==> src/rtl/sgd_update_if.sv <==
// Bus bundle for the SGD update stage.
// The master drives the request, learning rate, parameters and gradients.
// The slave returns the updated parameters together with busy/done status.
interface sgd_update_if #(
    parameter int M  = 5,
    parameter int N  = 3,
    parameter int DW = 16
);
    logic                 start;
    logic signed [DW-1:0] lr;
    logic signed [DW-1:0] W     [0:M-1][0:N-1];
    logic signed [DW-1:0] b     [0:M-1][0:0];
    logic signed [DW-1:0] dw    [0:M-1][0:N-1];
    logic signed [DW-1:0] db    [0:M-1][0:0];
    logic signed [DW-1:0] W_new [0:M-1][0:N-1];
    logic signed [DW-1:0] b_new [0:M-1][0:0];
    logic                 busy;
    logic                 done;

    modport master (
        output start, lr, W, b, dw, db,
        input  W_new, b_new, busy, done
    );

    modport slave (
        input  start, lr, W, b, dw, db,
        output W_new, b_new, busy, done
    );
endinterface

==> src/rtl/sgd_update.sv <==
// Gradient-descent update stage: W' = W - lr*dw, b' = b - lr*db.
// One element is processed per clock through a single shared multiplier.
// Operands are snapshotted in LOAD so later input changes cannot disturb a run.
// Each result is shifted right arithmetically by FRAC (floor) and saturated to DW bits.
module sgd_update #(
    parameter int M    = 5,
    parameter int N    = 3,
    parameter int DW   = 16,
    parameter int FRAC = 8
) (
    input logic       clk,
    input logic       reset,
    sgd_update_if.slave bus
);
    localparam int RW = (M > 1) ? $clog2(M) : 1;
    localparam int CW = (N > 1) ? $clog2(N) : 1;
    localparam int PW = 2 * DW;
    localparam int XW = 2 * DW + 1;

    // Saturation bounds expressed in the widened difference domain
    localparam logic signed [XW-1:0] SAT_MAX = {{(XW-DW+1){1'b0}}, {(DW-1){1'b1}}};
    localparam logic signed [XW-1:0] SAT_MIN = {{(XW-DW+1){1'b1}}, {(DW-1){1'b0}}};

    typedef enum logic [2:0] {
        S_IDLE  = 3'd0,
        S_LOAD  = 3'd1,
        S_UPD_W = 3'd2,
        S_UPD_B = 3'd3,
        S_DONE  = 3'd4
    } state_t;

    state_t               r_state;
    logic [RW-1:0]        r_row;
    logic [CW-1:0]        r_col;
    logic                 r_busy;
    logic                 r_done;
    logic signed [DW-1:0] r_lr;
    logic signed [DW-1:0] r_w     [0:M-1][0:N-1];
    logic signed [DW-1:0] r_b     [0:M-1][0:0];
    logic signed [DW-1:0] r_dw    [0:M-1][0:N-1];
    logic signed [DW-1:0] r_db    [0:M-1][0:0];
    logic signed [DW-1:0] r_w_new [0:M-1][0:N-1];
    logic signed [DW-1:0] r_b_new [0:M-1][0:0];

    logic signed [DW-1:0] w_g;
    logic signed [DW-1:0] w_base;
    logic signed [PW-1:0] w_prod;
    logic signed [PW-1:0] w_shift;
    logic signed [XW-1:0] w_diff;
    logic signed [DW-1:0] w_res;

    // Clamp a widened difference into the signed DW-bit range
    function automatic logic signed [DW-1:0] sat_dw(input logic signed [XW-1:0] v);
        logic signed [DW-1:0] res;
        if (v > SAT_MAX) begin
            res = SAT_MAX[DW-1:0];
        end else if (v < SAT_MIN) begin
            res = SAT_MIN[DW-1:0];
        end else begin
            res = v[DW-1:0];
        end
        return res;
    endfunction

    // Operand mux plus the single shared multiply/shift/subtract/saturate datapath
    always_comb begin
        w_g    = '0;
        w_base = '0;
        if (r_state == S_UPD_B) begin
            w_g    = r_db[r_row][0];
            w_base = r_b[r_row][0];
        end else begin
            w_g    = r_dw[r_row][r_col];
            w_base = r_w[r_row][r_col];
        end
        w_prod  = PW'(r_lr) * PW'(w_g);
        w_shift = w_prod >>> FRAC;
        w_diff  = XW'(w_base) - XW'(w_shift);
        w_res   = sat_dw(w_diff);
    end

    // Control FSM, operand snapshot and in-place result registers
    always_ff @(posedge clk or negedge reset) begin
        if (!reset) begin
            r_state <= S_IDLE;
            r_row   <= '0;
            r_col   <= '0;
            r_busy  <= 1'b0;
            r_done  <= 1'b0;
            r_lr    <= '0;
            for (int i = 0; i < M; i++) begin
                for (int j = 0; j < N; j++) begin
                    r_w[i][j]     <= '0;
                    r_dw[i][j]    <= '0;
                    r_w_new[i][j] <= '0;
                end
                r_b[i][0]     <= '0;
                r_db[i][0]    <= '0;
                r_b_new[i][0] <= '0;
            end
        end else begin
            case (r_state)
                S_IDLE: begin
                    r_done <= 1'b0;
                    if (bus.start) begin
                        r_state <= S_LOAD;
                        r_busy  <= 1'b1;
                    end else begin
                        r_busy  <= 1'b0;
                    end
                end
                S_LOAD: begin
                    r_lr    <= bus.lr;
                    r_w     <= bus.W;
                    r_b     <= bus.b;
                    r_dw    <= bus.dw;
                    r_db    <= bus.db;
                    r_row   <= '0;
                    r_col   <= '0;
                    r_state <= S_UPD_W;
                end
                S_UPD_W: begin
                    r_w_new[r_row][r_col] <= w_res;
                    if (r_col == CW'(N - 1)) begin
                        r_col <= '0;
                        if (r_row == RW'(M - 1)) begin
                            r_row   <= '0;
                            r_state <= S_UPD_B;
                        end else begin
                            r_row <= r_row + RW'(1);
                        end
                    end else begin
                        r_col <= r_col + CW'(1);
                    end
                end
                S_UPD_B: begin
                    r_b_new[r_row][0] <= w_res;
                    if (r_row == RW'(M - 1)) begin
                        r_row   <= '0;
                        r_state <= S_DONE;
                        r_busy  <= 1'b0;
                        r_done  <= 1'b1;
                    end else begin
                        r_row <= r_row + RW'(1);
                    end
                end
                S_DONE: begin
                    r_done  <= 1'b0;
                    r_state <= S_IDLE;
                end
                default: begin
                    r_state <= S_IDLE;
                    r_busy  <= 1'b0;
                    r_done  <= 1'b0;
                end
            endcase
        end
    end

    assign bus.W_new = r_w_new;
    assign bus.b_new = r_b_new;
    assign bus.busy  = r_busy;
    assign bus.done  = r_done;

endmodule

==> src/flat_wrapper.sv <==
// flat-port wrapper written by rule: the top's interface ports become plain ports
module sgd_update_flat 
#(
    parameter int M    = 5,
    parameter int N    = 3,
    parameter int DW   = 16,
    parameter int FRAC = 8
)
  (clk, reset, bus_start, bus_lr, bus_W, bus_b, bus_dw, bus_db, bus_W_new, bus_b_new, bus_busy, bus_done);
  sgd_update_if #(.M(M), .N(N), .DW(DW)) bus_i ();
  input logic clk;
  input logic reset;
  input wire logic [$bits(bus_i.start)-1:0] bus_start;
  input wire logic [$bits(bus_i.lr)-1:0] bus_lr;
  input wire logic [$bits(bus_i.W)-1:0] bus_W;
  input wire logic [$bits(bus_i.b)-1:0] bus_b;
  input wire logic [$bits(bus_i.dw)-1:0] bus_dw;
  input wire logic [$bits(bus_i.db)-1:0] bus_db;
  output wire logic [$bits(bus_i.W_new)-1:0] bus_W_new;
  output wire logic [$bits(bus_i.b_new)-1:0] bus_b_new;
  output wire logic [$bits(bus_i.busy)-1:0] bus_busy;
  output wire logic [$bits(bus_i.done)-1:0] bus_done;
  assign bus_i.start = bus_start;
  assign bus_i.lr = bus_lr;
  assign bus_i.W = {>>{bus_W}};
  assign bus_i.b = {>>{bus_b}};
  assign bus_i.dw = {>>{bus_dw}};
  assign bus_i.db = {>>{bus_db}};
  assign bus_W_new = {>>{bus_i.W_new}};
  assign bus_b_new = {>>{bus_i.b_new}};
  assign bus_busy = bus_i.busy;
  assign bus_done = bus_i.done;
  sgd_update #(.M(M), .N(N), .DW(DW), .FRAC(FRAC)) u_core (.clk(clk), .reset(reset), .bus(bus_i));
endmodule
==> config.mk <==
export PLATFORM = sky130hd
export DESIGN_NAME = sgd_update_flat
export DESIGN_NICKNAME = d
export VERILOG_FILES = /design/src/rtl/sgd_update_if.sv /design/src/rtl/sgd_update.sv /design/src/flat_wrapper.sv
export SDC_FILE = /design/constraint.sdc
export NUM_CORES = 2
export LEC_CHECK = 0
export ABC_AREA = 0
export CORE_AREA = 5 5 374 376
export CTS_CLUSTER_DIAMETER = 30
export DETAILED_ROUTE_END_ITERATION = 12
export DIE_AREA = 0 0 379 381
export PLACE_DENSITY_LB_ADDON = 0.12
export SLEW_MARGIN = 20
export SYNTH_ARGS = -nofsm -noshare
export SYNTH_HDL_FRONTEND = slang
export SYNTH_SLANG_ARGS = --single-unit
==> constraint.sdc <==
create_clock -name clk -period 13.05 [get_ports clk]
set_input_delay 3.2625 -clock clk [delete_from_list [all_inputs] [get_ports clk]]
set_output_delay 3.2625 -clock clk [all_outputs]
set_load 0.05 [all_outputs]
=== Word-level counts from Yosys, hierarchy flattened ===
Cells that the tools add are included.

* Flip-flop bits (word level): 986
* Latch bits: 0
* RAM bits: 0
* Memory bits (read-only): 0
* Bits of input ports: 659
* Output and inout port bits: 322
* Word-level logic and storage cells: 146
* Memories kept: 0

* Add/sub/neg operators: 3
* $mul: 1
* Div/mod/pow operators: 0
* $lt $le $gt $ge: 6
* Equality and inequality tests: 10
* Shift-type cells: 0
* Multiplexer cells: 45
* Bitwise operators: 4
* Reduce and logical (&&, ||, !) cells: 11

{| class="wikitable"
|+ Operator list
! operator !! number
|-
| binary-select mux 48 bit (select 3 bit) || 2
|-
| bitwise mux 240 bit || 1
|-
| two-way mux 48 bit || 5
|-
| two-way mux 16 bit || 14
|-
| demux 48 bit (select 3 bit) || 1
|-
| binary-select mux 16 bit (select 3 bit) || 2
|-
| bitwise mux 80 bit || 1
|-
| binary-select mux 16 bit (select 2 bit) || 2
|-
| demux 16 bit (select 3 bit) || 1
|-
| greater-than comparator 33 x 16 -> 1 bit, second input constant || 1
|-
| less-than comparator 33 x 16 -> 1 bit, second input constant || 1
|-
| demux 16 bit (select 2 bit) || 1
|-
| multiplier 16 x 16 -> 32 bit || 1
|-
| subtractor 16 x 24 -> 25 bit || 1
|-
| two-way mux 3 bit || 6
|-
| case mux 3 bit (4 select lines) || 1
|-
| case mux 3 bit (3 select lines) || 1
|-
| equality test 3 x 2 -> 1 bit, second input constant || 2
|-
| equality test 3 bit, second input constant || 2
|-
| AND reduction 2 bit || 3
|-
| greater-or-equal comparator 4 bit, second input constant || 1
|-
| less-than comparator 4 x 1 -> 1 bit, second input constant || 1
|-
| != test 2 x 1 -> 1 bit, second input constant || 2
|-
| != test 2 bit, second input constant || 2
|-
| other kinds (21) || 25
|}

=== Longest topological paths before layout ===
* Word-level depth: 14
* Mapped depth: 48

=== Least setup slack after synthesis ===
Ideal clock, no wire load.

* Kind: reg-to-reg
* From: register u_core.r_row[1]
* To: register u_core.r_w_new, in the netlist u_core.bus.W_new[100]
* Library setup time: 88 ps
* Arrival time: 10239 ps
* Required time: 12962 ps
* Slack: 2723 ps
* Stages on the path, launching flop included: 42
* Path buffers: 11
* Period minus slack after synthesis: 10327 ps
* Cell sequence: dfrtp_1 -> buf_2 -> buf_2 -> buf_2 -> buf_2 -> buf_2 -> buf_2 -> buf_2 -> mux2i_1 -> o221ai_1 -> o21a_1 -> clkbuf_1 -> nand2_1 -> fa_1 -> inv_1 -> fa_1 -> inv_1 -> fa_1 -> (+6 left out) -> a21o_1 -> a21o_1 -> a221o_1 -> o311ai_0 -> a21boi_0 -> xnor2_1 -> ha_1 -> a21o_1 -> a21oi_1 -> nor2_1 -> nor2_1 -> mux2_2 -> a311oi_2 -> nor4b_4 -> buf_2 -> nand2_1 -> buf_2 -> a41oi_1

* Word-level cells in the longest chain between the ends: 14

{| class="wikitable"
|+ Ends and longest elaborated chain
! element !! RTL line !! RTL
|-
| from (decl) || sgd_update.sv:33 || <nowiki>logic [RW-1:0] r_row;</nowiki>
|-
| from (signal assigned) || sgd_update.sv:130 || <nowiki>r_row <= r_row + RW'(1);</nowiki>
|-
| from (signal assigned) || sgd_update.sv:144 || <nowiki>r_row <= r_row + RW'(1);</nowiki>
|-
| inverter 3 -> 4 bit (implied by the code) (*) || -- ||
|-
| binary-select mux 48 bit (select 3 bit) || sgd_update.sv:73 || <nowiki>w_g = r_dw[r_row][r_col];</nowiki>
|-
| two-way mux 48 bit (implied by the code) (2 in a row) || sgd_update.sv:73 ||
|-
| binary-select mux 16 bit (select 2 bit) || sgd_update.sv:73 ||
|-
| two-way mux 16 bit (implied by the code) (2 in a row) || sgd_update.sv:73 ||
|-
| two-way mux 16 bit || sgd_update.sv:69 || <nowiki>if (r_state == S_UPD_B) begin</nowiki>
|-
| multiplier 16 x 16 -> 32 bit || sgd_update.sv:76 || <nowiki>w_prod = PW'(r_lr) * PW'(w_g);</nowiki>
|-
| subtractor 16 x 24 -> 25 bit || sgd_update.sv:78 || <nowiki>w_diff = XW'(w_base) - XW'(w_shift);</nowiki>
|-
| less-than comparator 33 x 16 -> 1 bit || sgd_update.sv:57 || <nowiki>end else if (v < SAT_MIN) begin</nowiki>
|-
| two-way mux 16 bit || sgd_update.sv:57 ||
|-
| two-way mux 16 bit || sgd_update.sv:55 || <nowiki>if (v > SAT_MAX) begin</nowiki>
|-
| bitwise mux 240 bit (*) || sgd_update.sv:123 || <nowiki>r_w_new[r_row][r_col] <= w_res;</nowiki>
|-
| to (signal, indexed assignment) || sgd_update.sv:123 ||
|-
| to (decl) || sgd_update.sv:42 || <nowiki>logic signed [DW-1:0] r_w_new [0:M-1][0:N-1];</nowiki>
|}

Mark *: on every way between the ends. The rest lies on a longest branch, timed or not. The select of a mux whose other input is x is not followed.
A chain may end at the register's enable or synchronous reset.

=== Worst setup path in the final report ===
* From: register u_core.r_row[2]
* To: register u_core.r_w_new, in the netlist u_core.bus.W_new[197]

Same word-level chain as after synthesis.

==> results.sh <==
export IMPL_wl_per_cell_um=27.8
export IMPL_grt_ovfl_total=0
export IMPL_drv_cap=0
export IMPL_gp_congestion=0.882
export IMPL_worstMarginPinSlew_ns=1.25
export IMPL_grt_first_pass_wirelength_mm=308
export IMPL_hp_start="u_core.r_w[14]"
export IMPL_hold_buffers=0
export IMPL_cts_made_buffers=233
export IMPL_synth_top_area_cell="dfrtp_1"
export IMPL_rr_startpoint="u_core.r_row[2]"
export IMPL_rows=136
export IMPL_critPathLaunchType="flop"
export IMPL_hold_depth=1
export IMPL_synth_top_cell_area_share_pct=45.5
export IMPL_ios=981
export IMPL_grtUsageTotal_pct=29.1
export IMPL_stdcell_count=7691
export IMPL_root_buffer="clkbuf_16"
export IMPL_mostFrequentLayoutCells="dfrtp_1, clkdlybuf4s50_1, mux2_2, nor2_1, inv_1"
export IMPL_routed_wl_mm=214
export IMPL_skew_ns=0.109
export IMPL_critPathRequiredTime_ns=13.72
export IMPL_clk_pin_slew_ns=0.04
export IMPL_synthTopCellsByArea="dfrtp_1, mux2_2, fa_1"
export IMPL_via_count=42700
export IMPL_outcome="finished, final reports clean"
export IMPL_hold_path_endpoint="u_core.r_w[14]"
export IMPL_met3_usage_pct=8.55
export IMPL_met1_usage_pct=35.8
export IMPL_antenna_found_initial=101
export IMPL_timing_rr_end="u_core.bus.W_new[197]"
export IMPL_slew_viol_final=0
export IMPL_yosys_warnings=0
export IMPL_grt_pass1_vias=44000
export IMPL_dpl_instance_area_sq_um=65900
export IMPL_fin_crit_sh_pct=92.8
export IMPL_ant_nets=0
export IMPL_cts_tree="yes"
export IMPL_ctsResizeCount=0
export IMPL_fillers=11800
export IMPL_synth_ff_type="dfrtp_1"
export IMPL_netlist_cell_type_count=71
export IMPL_ys_seq_area_share_pct=45.5
export IMPL_critPathCaptureType="flop"
export IMPL_top_usage_layer="met2"
export IMPL_cp_slowest_cell="dfrtp_4"
export IMPL_relSlewSlack_pct=16.4
export IMPL_syn_nets=5694
export IMPL_start_util_pct=39.7
export IMPL_ys_seq_elements=986
export IMPL_grt_util_met2_pct=47.5
export IMPL_routed_via_density=5.55
export IMPL_core_sq_um=136000
export IMPL_syn_area_sq_um=54200
export IMPL_cts_htree_levels=4
export IMPL_die_y_um=381
export IMPL_crit_fanout=38
export IMPL_io_buffers=980
export IMPL_syn_inst=4668
export IMPL_die_w_um=379
export IMPL_layout_commonest_cell="dfrtp_1"
export IMPL_place_hpwl_mm=159
export IMPL_min_path_type="reg2reg"
export IMPL_async_flop_share_pct=100
export IMPL_cts_max_path_buffers=3
export IMPL_nNetsFinal=6658
export IMPL_placed_cells=7191
export IMPL_worstPathArrival_ns=12.79
export IMPL_cts_num_sinks=986
export IMPL_whs_ns=0.496
export IMPL_cp_common_cell="fa_1"
export IMPL_drive_gt1_share_pct=22.4
export IMPL_postCtsSetupBuffers=0
export IMPL_finalSetupViolCount=0
export IMPL_critPathKind="reg2reg"
export IMPL_dieArea_sq_um=144000
export IMPL_first_pass_iters=5
export IMPL_crit_path_max_incr_delay_ns=0.85
export IMPL_clk_latency_ns=0.87
export IMPL_hold_viol=0
export IMPL_drtIter0Drc=3462
export IMPL_syn_area_per_cell_sq_um=11.6
export IMPL_synth_edf_count=0
export IMPL_grt_max_degree=193
export IMPL_rr_worst_depth=33
export IMPL_finalSetupTns_ns=0
export IMPL_drc_errors=0
export IMPL_r2r_slack_ns=0.93
export IMPL_fmax_ghz=0.0825
export IMPL_area_delta_synth_final_pct=38.1
export IMPL_grt_setup_unrepaired="false"
export IMPL_design_area_sq_um=74800
export IMPL_fin_crit_ns=12.12
==> synth_stat cells, drive strengths merged, types with 9 or more instances <==
cell type and count:
buf 104, nand4 11, ha 105, nor2b 12, a22oi 64, nand2 173, o21a 14, a31oi 23
o22a 11, fa 262, nand3 16, mux4 41, xnor2 35, mux2 664, nor2 477, clkbuf 267
o21ai 74, dfrtp 986, a221oi 27, a21o 26, a41oi 275, mux2i 110, and3 27, o22ai 47
nand2b 26, nor3 25, xor2 15, o221ai 32, and2 145, inv 282, o211ai 9, a21oi 193
==> how the worst max path moves through the flow <==
stage | from | end | slack, ns | cells after the start
finish | u_core.r_row[2] | u_core.bus.W_new[197] | 0.93 | 33
global route | u_core.r_row[2] | u_core.bus.W_new[129] | 0.11 | 38
CTS | u_core.r_row[2] | u_core.bus.W_new[133] | 0.91 | 36
detailed placement | u_core.r_row[2] | u_core.bus.W_new[69] | 0.98 | 36
global placement | u_core.r_row[2] | u_core.bus.W_new[117] | 1.03 | 34
floorplan | u_core.r_row[1] | u_core.bus.W_new[100] | 2.72 | 41
==> flip-flops by register name, summed over array words and instances, names as in the netlist <==
signal	flops
u_core.bus.done	1
u_core.r_w	240
u_core.r_dw	240
u_core.bus.busy	1
u_core.r_state	3
u_core.bus.b_new	80
u_core.r_row	3
u_core.r_db	80
u_core.r_b	80
u_core.r_col	2
u_core.r_lr	16
u_core.bus.W_new	240
==> metrics by stage <==
| step | setup slack (ns) | utilization, % |
|---|---|---|
| 6_report | 0.934 | 54.8 |
| 5_1_grt | 0.115 | 54.8 |
| 4_1_cts | 0.909 | 54.7 |
| 3_5_place_dp | 0.984 | 48.3 |
| 3_3_place_gp | 1.03 | 48.3 |
| 2_1_floorplan | 2.72 | - |
==> critical path, delay by kind of cell, from the launching register on <==
family,cells,cell delay (ns)
adder cells (fa/ha/maj),8,3.69
AND/OR/NAND/NOR,9,3.07
AO/OA/AOI/OAI,8,2.96
flip-flops,1,0.85
multiplexers,2,0.83
buffers and inverters,5,0.33
XOR/XNOR,1,0.20
==> cells by family (layout without fill, tap and decap cells) <==
family                     Yosys count  after routing  share of synthesized area, %
xor gates and xnor gates            50             50                         0.808
buffers and inverters              654           1826                          4.74
AOI/OAI and AO/OA                  851            851                          11.4
other                                0             57                             0
muxes                              815            815                          17.5
DFF                                986            986                          45.5
adders and majority gates          367            367                          12.1
and+or+nand+nor                    945            945                          7.93
==> final cells by class <==
class                      instances  area, sq um  area share (%)
timing repair buffer            1100        10800            14.5
tap                             1794         2240            3.00
inverter                         283         1060            1.42
antenna                           57          143           0.191
clock inverter                   152         2300            3.08
clock buffer                     291         6440            8.61
multi-input combinational       3028        27100            36.2
sequential                       986        24700            33.0
==> metal layers <==
layer | vias up | part of all wire (%)
met3 | 415 | 8.3
met4 | 58 | 3.9
li1 | 18600 | -
met5 | - | 0.20
met2 | 1817 | 49
met1 | 21800 | 39
Power is left out: the tool's default activity adds up to more than one toggle a clock period on the data nets, which glitch-free logic cannot reach.
